===== config.mk =====
export PLATFORM = sky130hd
export DESIGN_NAME = player_motion_ctrl
export DESIGN_NICKNAME = d
export VERILOG_FILES = /design/src/rtl/player_motion_ctrl_pkg.sv /design/src/rtl/player_motion_ctrl.sv
export SDC_FILE = /design/constraint.sdc
export NUM_CORES = 1
export LEC_CHECK = 0
export BUFFER_PORTS_ARGS = -buffer_cell sky130_fd_sc_hd__buf_2
export CAP_MARGIN = 40
export CORE_AREA = 2 2 73 75
export CTS_CLUSTER_DIAMETER = 30
export DETAILED_ROUTE_END_ITERATION = 6
export DIE_AREA = 0 0 75 77
export HOLD_SLACK_MARGIN = 0.12
export PLACE_DENSITY_LB_ADDON = 0.15
export SYNTH_ARGS = -nofsm -noshare
export SYNTH_HDL_FRONTEND = slang
export SYNTH_SLANG_ARGS = --single-unit
export TNS_END_PERCENT = 10

===== constraint.sdc =====
create_clock -name clk_i -period 4.7 [get_ports clk_i]
set_clock_uncertainty 0.1 [all_clocks]
set_input_delay 0 -clock clk_i [delete_from_list [all_inputs] [get_ports clk_i]]
set_output_delay 0 -clock clk_i [all_outputs]
set_load 0.005 [all_outputs]

===== src/rtl/player_motion_ctrl_pkg.sv =====
// Shared game constants and the jump state encoding used by the player motion logic.
package player_motion_ctrl_pkg;

    localparam int unsigned COORD_W = 10;
    localparam int unsigned CALC_W  = 11;
    localparam int unsigned VEL_W   = 5;

    localparam int unsigned DEF_SCREEN_W = 640;
    localparam int unsigned DEF_PLAYER_W = 32;
    localparam int unsigned DEF_GROUND_Y = 400;
    localparam int unsigned DEF_X_INIT   = 304;
    localparam int unsigned DEF_H_SPEED  = 4;
    localparam int unsigned DEF_JUMP_V   = 12;
    localparam int unsigned DEF_GRAVITY  = 1;
    localparam int unsigned DEF_MAX_FALL = 15;

    typedef enum logic [1:0] {
        GROUND = 2'd0,
        RISE   = 2'd1,
        FALL   = 2'd2
    } motion_state_e;

endpackage


===== src/rtl/player_motion_ctrl.sv =====
// Per-frame player motion: horizontal walk with screen clamping plus a GROUND/RISE/FALL
// jump FSM; position, state and the update strobe change one cycle after an accepted tick.
module player_motion_ctrl
    import player_motion_ctrl_pkg::*;
#(
    parameter int unsigned SCREEN_W = DEF_SCREEN_W,
    parameter int unsigned PLAYER_W = DEF_PLAYER_W,
    parameter int unsigned GROUND_Y = DEF_GROUND_Y,
    parameter int unsigned X_INIT   = DEF_X_INIT,
    parameter int unsigned H_SPEED  = DEF_H_SPEED,
    parameter int unsigned JUMP_V   = DEF_JUMP_V,
    parameter int unsigned GRAVITY  = DEF_GRAVITY,
    parameter int unsigned MAX_FALL = DEF_MAX_FALL
) (
    input  logic               clk_i,
    input  logic               rst_ni,
    input  logic               frame_tick_i,
    input  logic               enable_i,
    input  logic               btn_left_i,
    input  logic               btn_right_i,
    input  logic               btn_jump_i,
    output logic [COORD_W-1:0] player_x_o,
    output logic [COORD_W-1:0] player_y_o,
    output logic               airborne_o,
    output logic               pos_valid_o
);

    localparam logic [CALC_W-1:0] X_MAX_C    = CALC_W'(SCREEN_W - PLAYER_W);
    localparam logic [CALC_W-1:0] H_SPEED_C  = CALC_W'(H_SPEED);
    localparam logic [CALC_W-1:0] GROUND_Y_C = CALC_W'(GROUND_Y);
    localparam logic [CALC_W-1:0] JUMP_V_C   = CALC_W'(JUMP_V);
    localparam logic [CALC_W-1:0] GRAVITY_C  = CALC_W'(GRAVITY);
    localparam logic [CALC_W-1:0] MAX_FALL_C = CALC_W'(MAX_FALL);

    logic [COORD_W-1:0] x_q, x_d;
    logic [COORD_W-1:0] y_q, y_d;
    logic [VEL_W-1:0]   vel_q, vel_d;
    motion_state_e      state_q, state_d;
    logic               jump_prev_q;
    logic               jump_pend_q, jump_pend_d;
    logic               pos_valid_q;

    logic              tick_acc;
    logic              jump_edge;
    logic              jump_now;
    logic [CALC_W-1:0] x_ext, y_ext, vel_ext;
    logic [CALC_W-1:0] x_new, y_new, vel_new;
    logic [CALC_W-1:0] fall_sum, fall_v;

    assign tick_acc  = frame_tick_i & enable_i;
    assign jump_edge = btn_jump_i & ~jump_prev_q;
    // A press landing in the tick cycle itself is honoured by that tick.
    assign jump_now  = jump_pend_q | jump_edge;

    assign x_ext    = {{(CALC_W-COORD_W){1'b0}}, x_q};
    assign y_ext    = {{(CALC_W-COORD_W){1'b0}}, y_q};
    assign vel_ext  = {{(CALC_W-VEL_W){1'b0}}, vel_q};
    assign fall_sum = vel_ext + GRAVITY_C;
    assign fall_v   = (fall_sum > MAX_FALL_C) ? MAX_FALL_C : fall_sum;

    always_comb begin
        x_new = x_ext;
        if (btn_left_i && !btn_right_i) begin
            x_new = (x_ext < H_SPEED_C) ? '0 : x_ext - H_SPEED_C;
        end else if (btn_right_i && !btn_left_i) begin
            x_new = (x_ext + H_SPEED_C > X_MAX_C) ? X_MAX_C : x_ext + H_SPEED_C;
        end

        y_new   = y_ext;
        vel_new = vel_ext;
        state_d = state_q;
        case (state_q)
            GROUND: begin
                if (jump_now) begin
                    y_new   = y_ext - JUMP_V_C;
                    vel_new = JUMP_V_C - GRAVITY_C;
                    state_d = RISE;
                end
            end
            RISE: begin
                if (vel_q == '0) begin
                    state_d = FALL;
                end else if (y_ext < vel_ext) begin
                    y_new   = '0;
                    vel_new = '0;
                    state_d = FALL;
                end else begin
                    y_new   = y_ext - vel_ext;
                    vel_new = (vel_ext < GRAVITY_C) ? '0 : vel_ext - GRAVITY_C;
                end
            end
            FALL: begin
                if (y_ext + fall_v >= GROUND_Y_C) begin
                    y_new   = GROUND_Y_C;
                    vel_new = '0;
                    state_d = GROUND;
                end else begin
                    y_new   = y_ext + fall_v;
                    vel_new = fall_v;
                end
            end
            default: begin
                y_new   = GROUND_Y_C;
                vel_new = '0;
                state_d = GROUND;
            end
        endcase

        x_d   = x_new[COORD_W-1:0];
        y_d   = y_new[COORD_W-1:0];
        vel_d = vel_new[VEL_W-1:0];

        // Every accepted tick drops the pending press, used or not, so airborne presses never queue.
        jump_pend_d = jump_pend_q;
        if (tick_acc) begin
            jump_pend_d = 1'b0;
        end else if (jump_edge) begin
            jump_pend_d = 1'b1;
        end
    end

    always_ff @(posedge clk_i or negedge rst_ni) begin
        if (!rst_ni) begin
            x_q         <= COORD_W'(X_INIT);
            y_q         <= COORD_W'(GROUND_Y);
            vel_q       <= '0;
            state_q     <= GROUND;
            jump_prev_q <= 1'b0;
            jump_pend_q <= 1'b0;
            pos_valid_q <= 1'b0;
        end else begin
            jump_prev_q <= btn_jump_i;
            jump_pend_q <= jump_pend_d;
            pos_valid_q <= tick_acc;
            if (tick_acc) begin
                x_q     <= x_d;
                y_q     <= y_d;
                vel_q   <= vel_d;
                state_q <= state_d;
            end
        end
    end

    assign player_x_o  = x_q;
    assign player_y_o  = y_q;
    assign airborne_o  = (state_q != GROUND);
    assign pos_valid_o = pos_valid_q;

endmodule


# Yosys cells after proc, flatten, opt, wreduce, memory -nomap -nowiden
# Index checks and enable logic that the tools add are counted.
word_totals:
  regBits: 30
  out_inout_bits: 22
  word_cells: 65
op_classes:
  bitwise_logic: 4
  n_lt_le_gt_ge: 6
  n_reduce_logical: 12
  add_sub_neg: 7
  n_eq_ne: 6
  mux: 23
op_table:
  columns: ["operator", "n"]
  rows:
  - ["2-to-1 mux 10 bit", 8]
  - ["one-hot mux 10 bit (3 select lines)", 1]
  - ["2-to-1 mux 5 bit", 5]
  - ["one-hot mux 5 bit (3 select lines)", 1]
  - ["adder 10 x 3 -> 11 bit (second input constant)", 1]
  - ["adder 10 x 6 -> 11 bit", 1]
  - ["greater-or-equal comparator 11 x 9 -> 1 bit (second input constant)", 1]
  - ["> comparator 11 x 10 -> 1 bit (second input constant)", 1]
  - ["less-than comparator 10 x 3 -> 1 bit (second input constant)", 1]
  - ["less-than comparator 10 x 5 -> 1 bit", 1]
  - ["subtractor 10 x 3 -> 10 bit (second input constant)", 1]
  - ["subtractor 10 x 4 -> 10 bit (second input constant)", 1]
  - ["subtractor 10 x 5 -> 10 bit", 1]
  - ["2-to-1 mux 2 bit", 4]
  - ["adder 5 x 1 -> 6 bit (second input constant)", 1]
  - ["> comparator 6 x 4 -> 1 bit (second input constant)", 1]
  - ["2-to-1 mux 6 bit", 1]
  - ["inequality test 2 bit (second input constant)", 3]
  - ["one-hot mux 2 bit (3 select lines)", 1]
  - ["nonzero test 2 bit", 3]
  - ["logical NOT 5 bit", 1]
  - ["less-than comparator 5 x 1 -> 1 bit (second input constant)", 1]
  - ["subtractor 5 x 1 -> 5 bit (second input constant)", 1]
  - ["AND reduction 4 bit", 1]
  - ["12 further kinds", 16]

# Logic depth before layout (Yosys ltp)
logic_depth:
  ltp_word: 7
  mapped_depth: 13

# Least setup slack after synthesis
# No wires, ideal clock.
synth_timing:
  path_type: "reg2reg"
  startpoint: "reg vel_q[0]"
  endpoint: "reg y_q[2] (netlist: player_y_o[2])"
  path_buffers: 0
  t_arrival_ns: 3.356
  stages_incl_launch_ff: 14
  required_ns: 4.490
  slack_ns: 1.134
  setup_ns: 0.110
  cell_sequence: "dfrtp_1 > ha_1 > nand3_1 > mux2i_1 > nand2_1 > ha_1 > fa_1 > a21oi_2 > o211ai_2 > or3_1 > and2_4 > o41ai_4 > a211oi_4 > o41ai_1"
synth_via:
  elab_chain_cells: 7
  elab_cells_between_ends: 14
  cone_classes: "add/sub (3); order compare (3); eq/ne (1); mux (5); reduce/logical (2)"
synth_rtl:
  columns: ["item", "line_no", "rtl"]
  rows:
  - ["from (decl)", "player_motion_ctrl.sv:37", "logic [VEL_W-1:0] vel_q, vel_d;"]
  - ["from (signal assigned)", "player_motion_ctrl.sv:138", "vel_q <= vel_d;"]
  - ["adder 5 x 1 -> 6 bit", "player_motion_ctrl.sv:58", "assign fall_sum = vel_ext + GRAVITY_C;"]
  - ["> comparator 6 x 4 -> 1 bit", "player_motion_ctrl.sv:59", "assign fall_v = (fall_sum > MAX_FALL_C) ? MAX_FALL_C : fall_sum;"]
  - ["2-to-1 mux 6 bit", "player_motion_ctrl.sv:59", null]
  - ["adder 10 x 6 -> 11 bit", "player_motion_ctrl.sv:98", "y_new = y_ext + fall_v;"]
  - ["greater-or-equal comparator 11 x 9 -> 1 bit", "player_motion_ctrl.sv:93", "if (y_ext + fall_v >= GROUND_Y_C) begin"]
  - ["2-to-1 mux 10 bit", "player_motion_ctrl.sv:93", null]
  - ["one-hot mux 10 bit (3 select lines)", "player_motion_ctrl.sv:72", "case (state_q)"]
  - ["to (signal assigned)", "player_motion_ctrl.sv:125", "y_q <= COORD_W'(GROUND_Y);"]
  - ["to (signal assigned)", "player_motion_ctrl.sv:137", "y_q <= y_d;"]
  - ["to (decl)", "player_motion_ctrl.sv:36", "logic [COORD_W-1:0] y_q, y_d;"]
# Parallel ways exist; a longest one is shown, timed or not. The select of a mux whose other input is x is not followed.
# A chain may end at the register's enable or synchronous reset.

# Worst setup path after layout
layout_timing:
  startpoint: "reg vel_q[0]"
  endpoint: "reg y_q[3] (netlist: player_y_o[3])"
# The elaborated chain is that of the path after synthesis.

==> results.md <==
- Setup violators final: 0
- CTS resizes: 0
- Hold depth: 5
- Core area: 4980 sq um
- Routed WL per cell: 16.3 um
- Dpl hpwl: 5630 um
- Peak supply drop: 0.000474 V
- CTS Buf Count: 3
- Die Footprint: 5780 sq um
- Max Transition Viols Final: 0
- Max stage delay on crit path: 0.49 ns
- Final Worst Setup Slack: 0.746 ns
- YS warnings: 0
- Grt total ovfl: 0
- Total track usage: 28.0%
- Vias in the first global route: 2751
- Initial antenna violation count: 0
- Die H: 77 um
- Critical setup path kind: flip-flop to flip-flop
- Slowest-stage cell, CP: dfrtp_1
- Area share of the largest cell type after synthesis: 18.8%
- GPL Wtd Cong: 0.874
- Final ANT Viol Nets: 0
- CP Capture Type: flip-flop
- Yosys reg bits: 28
- Cell Chain, Critical Path: ha_1 -> nand3_1 -> mux2i_1 -> nand2_1 -> ha_1 -> fa_1 -> a21oi_2 -> o211ai_2 -> or3_1 -> and2_4 -> o41ai_4 -> a211oi_4 -> o41ai_1
- RSZ-0062 raised after global routing: no
- Cell repeated most along the worst path: ha_1
- DRC: 0
- Hold path start: btn_left_i
- DR vias: 2902
- Leak: 1.36 nW
- Least-Margin Pin Slew: 0.637 ns
- Worst reg-to-reg path cell count: 13
- Aggregate routed wire length: 7600 um
- Maximum fanout along the worst path: 10
- Worst slack, placed: 0.819 ns
- Initial Utilization: 58.9%
- Largest area contributor in the netlist: dfrtp_1
- Layout cell share with drive strength beyond 1: 13.1%
- Layout Nets: 425
- Initial DRT Pass Iterations: 5
- I/O pins: 29
- Period minus WS final: 3.95 ns
- Clk buf depth: 2
- Reg2reg setup slack: 0.75 ns
- Vias/cell: 6.21
- Primary FF master, synth: dfrtp_1
- CTS clk-pin slew, worst paths: 0.11 ns
- Design area: 3200 sq um
- Maxcap violations: 0
- First-pass GRT wire length: 13000 um
- Setup crit start kind: flip-flop
- Largest net degree at the start of global routing: 29
- Clock Sinks: 28
- Relative slew slack: 57.0%
- Hold path endpoint: player_x_o[5]
- Synth cell types: 64
- Number of synthesized flops with an enable pin: 0
- Reg2reg end: player_y_o[3]
- Clk_lat worst skew: 0.28 ns
- Pwr/cell area: 670 nW/um^2
- Most frequent cells in the layout: 40 x o21ai_0, 34 x nor2_1, 26 x nand2_1, 26 x buf_2, 22 x dfrtp_1
- Synth async-reset ratio: 100%
- Crit share post-route: 84.1%
- Post-DP Area: 3080 sq um
- Register area share after synthesis: 24.1%
- Root Driver: clkbuf_8
- CP delay by family, top: compound AO/OA/AOI/OAI gates
- Crit path DAT: 4.02 ns
- Required time of the critical path: 4.77 ns
- Synth top area cells: dfrtp_1 19%, ha_1 7.7%, o21ai_0 6.8%
- Diode count: 0
- Fmax: 253 MHz
- Die Width: 75 um
- H-Tree Depth: 1
- Post-Synthesis Cells: 380
- DRT iter0 DRCs: 154
- Hold Path Class: primary input to flip-flop
- Final TNS setup: 0 ns
- Hold_ws: 0.141 ns
- Cell area after synthesis: 2930 sq um
- Status: completed
- Avg Synthesized Cell Area: 7.72 sq um
- Most common cell after layout, fill and taps aside: o21ai_0
- Area delta synth->final: 8.96%
- PortBufs: 26
- CP bufs+invs: 0
- R2r startpoint: vel_q[0]
- Final Hold Fails: 0
- CTS tree: yes
- Cell Rows: 26
[where the power goes]
group	switching, W	internal, W	leakage (nW)
logic	0.000794	0.000598	0.989
clock network	0.0000825	0.000114	0.0357
registers	0.000209	0.000343	0.339
total	0.00109	0.00106	1.36
[state kept, by name, summed over array words and instances, names as in the netlist]
signal       flops
pos_valid_o      1
jump_prev_q      1
jump_pend_q      1
player_y_o      10
player_x_o       8
vel_q            5
state_q          2
[worst max-delay path by stage]
stage	from	endpoint	depth (start not counted)
2_1_floorplan	vel_q[0]	player_y_o[2]	13
3_3_place_gp	vel_q[0]	player_y_o[2]	13
3_5_place_dp	vel_q[0]	player_y_o[2]	13
4_1_cts	vel_q[0]	player_y_o[2]	13
5_1_grt	vel_q[0]	player_y_o[3]	13
6_report	vel_q[0]	player_y_o[3]	13
[area by class of cell]
class | instances | area [sq um]
multi-input cells | 310 | 2050
fillers | 478 | 1780
flip-flops and latches | 28 | 708
repair buffers | 33 | 193
well taps | 70 | 87.6
inverters | 22 | 82.6
clock buffers | 3 | 41.3
clock inverters | 1 | 30.0
[cells in the mapped netlist, drive strengths merged (6+ instances only)]
library cell	count
a21o	8
a21oi	21
a22oi	6
buf	8
clkbuf	15
dfrtp	22
dfstp	6
ha	18
inv	21
nand2	26
nand2b	8
nand3	14
nand4	6
nor2	34
nor2b	7
nor3	13
o21ai	44
o22ai	7
or3	6
xnor2	6
[routing by layer]
| metal | up-vias | GRT usage (%) | share of wire, % |
|---|---|---|---|
| li1 | 1451 | - | - |
| met1 | 1357 | 37.4 | 43 |
| met2 | 85 | 47.9 | 51 |
| met3 | 9 | 3.15 | 4.9 |
| met4 | 0 | 5.71 | 1.1 |
| met5 | - | 0 | 0 |
[tightest hold or removal path, stage by stage]
cell	delay (ns)
buf_2	0.08
ha_1	0.14
nor2_1	0.12
o21ai_1	0.09
o21ai_0	0.09
[logic make-up after synthesis]
kind of cell / Yosys count / share of synthesized area, %
AOI/OAI and AO/OA: 139 / 32.9
DFF: 28 / 24.1
xor gates and xnor gates: 9 / 2.69
other: 1 / 0.128
adders and majority gates: 20 / 9.04
and+or+nand+nor: 132 / 22.7
muxes: 6 / 2.13
buffers and inverters: 45 / 6.23
[metrics by stage]
stage	power (W)	cells	util [%]
after floorplan	0.00159	383	-
after global placement	0.00189	457	61.7
after CTS	0.00213	467	64.2
final	0.00214	467	64.2
after detailed placement	0.00192	459	62.0
after global routing	0.00236	467	64.2
[what timing repair did]
item                      4_1_cts  5_1_grt
hold endpoints to repair       31        0
setup buffers                   0        0
hold buffers                    4        0
No activity file was read; power rests on OpenSTA's default activity.
